## src/rtl/tl_ul_sram_responder.sv

```systemverilog
// TileLink-UL manager for a small flop-based scratch memory: Get/PutFull/PutPartial
// with byte-masked writes and a one-entry D-channel response register.
module tl_ul_sram_responder #(
   parameter int          DEPTH = 64,
   parameter logic [31:0] BASE  = 32'h0000_0000,
   parameter int          SRC_W = 3
) (
   input  logic             clock,
   input  logic             reset_n,
   input  logic             a_valid,
   output logic             a_ready,
   input  logic [2:0]       a_opcode,
   input  logic [2:0]       a_param,
   input  logic [1:0]       a_size,
   input  logic [SRC_W-1:0] a_source,
   input  logic [31:0]      a_address,
   input  logic [3:0]       a_mask,
   input  logic [31:0]      a_data,
   input  logic             a_corrupt,
   output logic             d_valid,
   input  logic             d_ready,
   output logic [2:0]       d_opcode,
   output logic [1:0]       d_param,
   output logic [1:0]       d_size,
   output logic [SRC_W-1:0] d_source,
   output logic             d_denied,
   output logic             d_corrupt,
   output logic [31:0]      d_data
);
   localparam int         IDX_W          = $clog2(DEPTH);
   localparam logic [2:0] OP_PUT_FULL    = 3'd0;
   localparam logic [2:0] OP_PUT_PARTIAL = 3'd1;
   localparam logic [2:0] OP_GET         = 3'd4;

   typedef enum logic {S_EMPTY, S_FULL} state_t;

   state_t           state;
   logic [31:0]      mem [DEPTH];
   logic             fire;
   logic             is_get;
   logic             is_put;
   logic             in_range;
   logic             misaligned;
   logic             mask_bad;
   logic             denied;
   logic [IDX_W-1:0] idx;
   logic [3:0]       exp_mask;
   logic             unused_ok;

   assign unused_ok = ^a_param;

   // Pass-through ready: a draining response frees the slot in the same cycle.
   assign a_ready = (state == S_EMPTY) || d_ready;
   assign fire    = a_valid && a_ready;
   assign d_valid = (state == S_FULL);
   assign d_param = 2'b00;

   assign is_get   = (a_opcode == OP_GET);
   assign is_put   = (a_opcode == OP_PUT_FULL) || (a_opcode == OP_PUT_PARTIAL);
   assign idx      = a_address[IDX_W+1:2];
   assign in_range = (a_address[31:IDX_W+2] == BASE[31:IDX_W+2]);

   always_comb begin
      case (a_size)
         2'd0:    exp_mask = 4'b0001 << a_address[1:0];
         2'd1:    exp_mask = a_address[1] ? 4'b1100 : 4'b0011;
         2'd2:    exp_mask = 4'b1111;
         default: exp_mask = 4'b0000;
      endcase
   end

   assign misaligned = ((a_size == 2'd1) && a_address[0]) ||
                       ((a_size == 2'd2) && (a_address[1:0] != 2'b00));
   assign mask_bad   = ((a_opcode == OP_PUT_FULL) && (a_mask != exp_mask)) ||
                       ((a_opcode == OP_PUT_PARTIAL) && ((a_mask & ~exp_mask) != 4'b0000));
   assign denied     = !(is_get || is_put) || !in_range || (a_size == 2'd3) ||
                       misaligned || mask_bad || (is_put && a_corrupt);

   always_ff @(posedge clock or negedge reset_n) begin
      if (!reset_n) begin
         for (int i = 0; i < DEPTH; i++) mem[i] <= '0;
      end else if (fire && is_put && !denied) begin
         for (int b = 0; b < 4; b++) begin
            if (a_mask[b]) mem[idx][8*b +: 8] <= a_data[8*b +: 8];
         end
      end
   end

   // Response stage: loaded on every fire, held while the consumer stalls.
   always_ff @(posedge clock or negedge reset_n) begin
      if (!reset_n) begin
         state     <= S_EMPTY;
         d_opcode  <= '0;
         d_size    <= '0;
         d_source  <= '0;
         d_denied  <= 1'b0;
         d_corrupt <= 1'b0;
         d_data    <= '0;
      end else if (fire) begin
         state     <= S_FULL;
         d_opcode  <= is_get ? 3'd1 : 3'd0;
         d_size    <= a_size;
         d_source  <= a_source;
         d_denied  <= denied;
         d_corrupt <= denied && is_get;
         d_data    <= (is_get && !denied) ? mem[idx] : '0;
      end else if (d_ready) begin
         state     <= S_EMPTY;
      end
   end
endmodule
```

## config.mk

```make
export PLATFORM = sky130hd
export DESIGN_NAME = tl_ul_sram_responder
export DESIGN_NICKNAME = d
export VERILOG_FILES = /design/src/rtl/tl_ul_sram_responder.sv
export SDC_FILE = /design/constraint.sdc
export NUM_CORES = 2
export LEC_CHECK = 0
export BUFFER_PORTS_ARGS = -buffer_cell sky130_fd_sc_hd__buf_2
export CAP_MARGIN = 20
export CORE_ASPECT_RATIO = 1.4
export CORE_UTILIZATION = 40
export DETAILED_ROUTE_END_ITERATION = 6
export PLACE_DENSITY = 0.66
export SYNTH_ARGS = -nofsm -noshare
export SYNTH_HDL_FRONTEND = slang
export SYNTH_SLANG_ARGS = --single-unit
export TNS_END_PERCENT = 1
```

## constraint.sdc

```tcl
create_clock -name clock -period 2.75 [get_ports clock]
set_input_delay 0.4125 -clock clock [delete_from_list [all_inputs] [get_ports clock]]
set_output_delay 0.4125 -clock clock [all_outputs]
set_load 0.02 [all_outputs]
```

# After elaboration in Yosys (flattened, before gate mapping)
# Cells that the tools add are included.
dict set report classes {
  order_cmp 2
  eq_ne 6
  n_shift 1
  n_mux 28
  bitwise 4
  reduce_logical 30
}
# operator count
set ops {}
lappend ops {{2048-bit 2-to-1 mux} 7}
lappend ops {{2048-bit bitwise mux} 4}
lappend ops {{32-bit demux with 6-bit select} 4}
lappend ops {{32-bit binary-select mux with 6-bit select} 1}
lappend ops {{32-bit 2-to-1 mux} 4}
lappend ops {{24-bit zero test} 1}
lappend ops {{24-bit 2-to-1 mux} 1}
lappend ops {{16-bit 2-to-1 mux} 1}
lappend ops {{4-bit case mux with 3 select lines} 1}
lappend ops {{1-bit logical AND} 11}
lappend ops {{1-bit logical OR} 10}
lappend ops {{8-bit 2-to-1 mux} 1}
lappend ops {{7-bit greater-or-equal comparator (second input constant)} 1}
lappend ops {{7-bit by 1-bit less-than comparator with 1-bit output (second input constant)} 1}
lappend ops {{6-bit inverter with 7-bit output} 1}
lappend ops {{4-bit AND} 1}
lappend ops {{2-bit equality test (second input constant)} 2}
lappend ops {{4-bit 2-to-1 mux} 1}
lappend ops {{4-bit inequality test} 1}
lappend ops {{4-bit inverter} 1}
lappend ops {{2-bit nonzero test} 2}
lappend ops {{4-bit nonzero test} 1}
lappend ops {{1-bit by 2-bit << shifter with 4-bit output (first input constant)} 1}
lappend ops {{3-bit by 1-bit equality test with 1-bit output (second input constant)} 1}
lappend ops {{other kinds (7)} 11}
dict set report word_totals {
  register_bits 2091
  inputBits 84
  output_inout_bits 46
  elab_cells 142
}

# Logic depth before layout (Yosys ltp)
dict set report depth {
  depth_word 20
  mapped_depth 13
  mapped_depth_nobuf 10
}

# Worst setup path before layout
# Ideal clock, no wire load.
dict set report synth_timing {
  path_type {input-to-reg}
  from {in a_size[1]}
  to {reg mem[1720] (netlist name)}
  setup_time_ns 0.125
  arrival_time_ns 2.691
  t_required_ns 2.625
  path_slack_ns -0.066
  cell_stages 12
  n_path_buf 3
  cell_sequence {clkbuf_1 -> nand2_1 -> o21ai_0 -> ha_1 -> nor4_1 -> o21ai_0 -> a21boi_2 -> nand4_2 -> buf_6 -> buf_12 -> nor3_4 -> mux2_4}
}
dict set report synth_between {
  elab_chain_len 11
  word_cells_on_any_way 21
  cone_classes {4 x eq/ne; 1 x mux; 2 x bitwise; 14 x reduce/logical}
}
# element line_no
set synth_lines {}
lappend synth_lines {{start: declaration} 14} ;# input logic [1:0] a_size,
lappend synth_lines {{2-bit equality test (tied with other cells)} {64, 73}}
lappend synth_lines {{4-bit case mux with 3 select lines} 64} ;# case (a_size)
lappend synth_lines {{4-bit inverter} 75} ;# ((a_opcode == OP_PUT_PARTIAL) && ((a_mask & ~exp_mask) != 4'b0000));
lappend synth_lines {{4-bit AND} 75}
lappend synth_lines {{4-bit nonzero test} 75}
lappend synth_lines {{1-bit logical AND} 75}
lappend synth_lines {{1-bit logical OR} 74} ;# assign mask_bad = ((a_opcode == OP_PUT_FULL) && (a_mask != exp_mask)) ||
lappend synth_lines {{1-bit logical OR (*) (2 in a row)} 77} ;# misaligned || mask_bad || (is_put && a_corrupt);
lappend synth_lines {{1-bit zero test (*)} 82} ;# end else if (fire && is_put && !denied) begin
lappend synth_lines {{1-bit logical AND (*)} 82}
lappend synth_lines {{end signal: indexed assignment} 84} ;# if (a_mask[b]) mem[idx][8*b +: 8] <= a_data[8*b +: 8];
lappend synth_lines {{end: declaration} 38} ;# logic [31:0] mem [DEPTH];
# Every way passes the cells marked *; elsewhere a longest branch is shown, timed or not.
# A chain may end at the register's enable or synchronous reset.

# Worst setup path after layout
dict set report layout_timing {
  from {in a_size[0]}
  to {reg mem[675] (netlist name)}
}
# The elaborated chain is that of the path after synthesis.

==> impl_metrics.tcl <==
set metrics [dict create \
    status "completed" \
    vdd_drop_max_uv 504.2 \
    fin_util_pct 47.74 \
    leakage_nw 56.51 \
    netlist_instances 6959 \
    crit_type "in -> reg" \
    slew_headroom_pct 21.24 \
    synth_area_sq_mm 0.09822 \
    ctsHoldBuffers 11 \
    die_x_um 420.8 \
    wl_per_cell_um 30.28 \
    critPathLaunchType "primary input" \
    power_switching_mw 16.06 \
    start_util_pct 40.36 \
    cp-startpoint "a_size[0]" \
    required_ps 3470 \
    synth_warnings 0 \
    dp_hpwl_um 234600 \
    cp_max_fo 24 \
    clock_path_buffers 4 \
    avgSynthCellArea_sq_um 14.11 \
    cts_buffers 204 \
    placed_cell_area_sq_mm 0.1095 \
    fp.dieArea_sq_mm 0.2476 \
    grt_pass1_wl_um 487500 \
    layout-drive-gt1-share_pct 49.36 \
    crit_end "mem[675]" \
    wl_um 332300 \
    fin_crit_ps 2595 \
    worst_slack_ps 154.5 \
    die_h_um 588.3 \
    root_buffer "clkbuf_16" \
    r2r-end "mem[675]" \
    fin_cells 10972 \
    r2r_cells 8 \
    rsz0062_at_grt "no" \
    synth_async_sr_flop_share_pct 100.0 \
    yosysUniqueCellTypes 77 \
    place_congestion 0.9282 \
    worst_pin_slew_ps 1177 \
    dpl_worst_slack_ps -618.8 \
    viasPerCell 6.049 \
    powerDensity_mw_per_mm2 552.6 \
    synth-edff-count 0 \
    io_buffers 122 \
    grt_pass1_vias 68978 \
    worst_ep_arrival_time_ps 3310 \
    htree_levels 4 \
    clkPwrFrac_pct 43.9 \
    power_frac_comb_pct 8.2 \
    swShare_pct 25.02 \
    ys_seq_area_share_pct 53.22 \
    slew_violations 0 \
    clkTransAtPathRegs_ps 70 \
    io_pins 130 \
    drt-initial-drc-count 5817 \
    postCtsSetupBuffers 0 \
    drc 0 \
    placementRows 214 \
    cts_tree "done" \
    ant_nets 0 \
    insertion_delay_ps 900 \
    maxClockFrequency_mhz 385.3 \
    total_power_mw 64.20 \
    hold_slack_ps 51.72 \
    crit-reg2reg-launch "d_valid" \
    skew_ps 74.72 \
    p_seq_share_pct 47.9 \
    ctsResizeCount 0 \
    antenna_found_initial 16 \
    core-area_sq_mm 0.2434 \
    grt_use_total_pct 26.76 \
    end_kind "flop" \
    hold_path_class "in -> async" \
    hold_viol 0 \
    fin_nets 7662 \
    grt_start_max_net_pins 162 \
    syn_to_final_growth_pct 18.28 \
    internal_power_mw 48.14 \
    min_period_over_period_pct 94.38 \
    dpl.cell_count 10597 \
    dr.pass1.iters 6 \
    max_cap_violations 0 \
    postLayoutCellArea_sq_mm 0.1162 \
    cts_sinks 2089 \
    finalSetupViolations 0 \
    overflow 0 \
    vias 66366 \
    rrSetupSlack_ps 180 \
    synth_ff_type "dfrtp_1" \
    fin_tns_setup_ps 0 \
    ys_ff_latch 2089 \
]
==> layer usage <==
layer,share of wire [%],up-vias,GRT usage (%)
met5,0.033,-,0
met4,6.9,18,15.78
met3,7.4,874,5.406
met2,47,2673,42.48
met1,39,35293,33.72
li1,-,27508,-
==> cell families after synthesis <==
logic type                 count (synthesis)  share of synthesized area, %
AOI/OAI and AO/OA                       1138                         7.966
adders and majority gates                  4                       0.05095
buffers and inverters                    618                         3.038
DFF                                     2089                         53.22
muxes                                   2448                         29.46
other                                      1                      0.003818
and+or+nand+nor                          661                         6.261
==> layout make-up <==
| type | count | area, sq um |
|---|---|---|
| inverter | 12 | 50.05 |
| multi-input combinational | 4255 | 43120 |
| clock inverter | 60 | 566.8 |
| sequential | 2089 | 52280 |
| clock buffer | 297 | 5986 |
| antenna | 7 | 17.52 |
| tap | 3240 | 4054 |
| fill | 20966 | 127200 |
| timing repair buffer | 1012 | 10110 |
==> synthesized netlist by cell type (16+ instances only) <==
cell,instances,area share (%)
o22a_1,41,0.37
mux2i_1,135,1.4
buf_12,20,0.41
buf_2,127,0.65
nor3_4,60,0.99
mux2_1,113,1.3
nand2_1,99,0.38
nor2b_1,20,0.13
a211oi_1,36,0.28
a21oi_1,153,0.78
mux2_2,2058,24
buf_4,35,0.27
a221oi_1,52,0.46
nor4_1,17,0.11
o31ai_1,17,0.13
nand3_1,29,0.15
a22oi_1,42,0.32
dfrtp_1,2089,53
o211ai_1,16,0.12
o221ai_1,152,1.4
clkbuf_1,339,1.3
nand3_4,180,3.2
o22ai_1,372,2.4
buf_1,79,0.30
mux4_2,134,3.1
o21ai_0,141,0.72
nor2_1,165,0.63
==> cells in the final DEF, fill, tap and decap left out, types with 15 or more instances in the layout <==
cell type	count
clkbuf_1	41
nor2b_1	18
nor4_1	17
dfrtp_1	2089
buf_12	219
a22o_1	15
buf_2	115
mux2_2	2058
a22oi_1	42
buf_4	661
o221ai_1	152
a221oi_1	52
clkbuf_16	205
mux4_2	134
o211ai_1	16
nor3_4	60
o22a_1	41
nand3_4	181
nand2_1	92
clkbuf_8	51
o22ai_1	372
clkinv_2	33
nand3_1	26
mux2_1	113
nor2_1	165
mux2i_1	135
a21oi_1	153
a211oi_1	36
o31ai_1	17
o21ai_0	140
==> sequential cells by signal, indices dropped and copies added (netlist names) <==
register and cells:
d_corrupt 1, d_source 3, d_valid 1, d_size 2, d_data 32, d_opcode 1, d_denied 1, mem 2048
==> worst max-delay path, cell delays in order <==
cell,delay [ps]
buf_2,90
inv_1,70
a21boi_0,200
o21ai_0,140
ha_1,200
nor4_1,320
o21ai_1,130
a21boi_2,180
and4_4,450
buf_12,280
buf_12,230
nand3_4,190
mux2_2,360
==> worst min path at each step <==
| stage | end | slack (ps) | depth (start not counted) |
|---|---|---|---|
| 6_report | mem[649] | 50 | 2 |
| 5_1_grt | mem[649] | 50 | 2 |
| 4_1_cts | d_corrupt | 20 | 4 |
| 3_5_place_dp | mem[746] | 360 | 1 |
| 3_3_place_gp | mem[746] | 360 | 1 |
| 2_1_floorplan | d_corrupt | 120 | 0 |
==> power groups by stage <==
stage	combinational (mW)	clock (mW)	sequential [mW]
finish	5.26	28.2	30.7
global route	5.48	29.7	30.7
CTS	5.20	28.6	30.7
detailed placement	5.17	0	31.3
global placement	5.12	0	31.3
floorplan	2.08	0	31.3
Note: power is estimated with default switching activity, not from simulation.
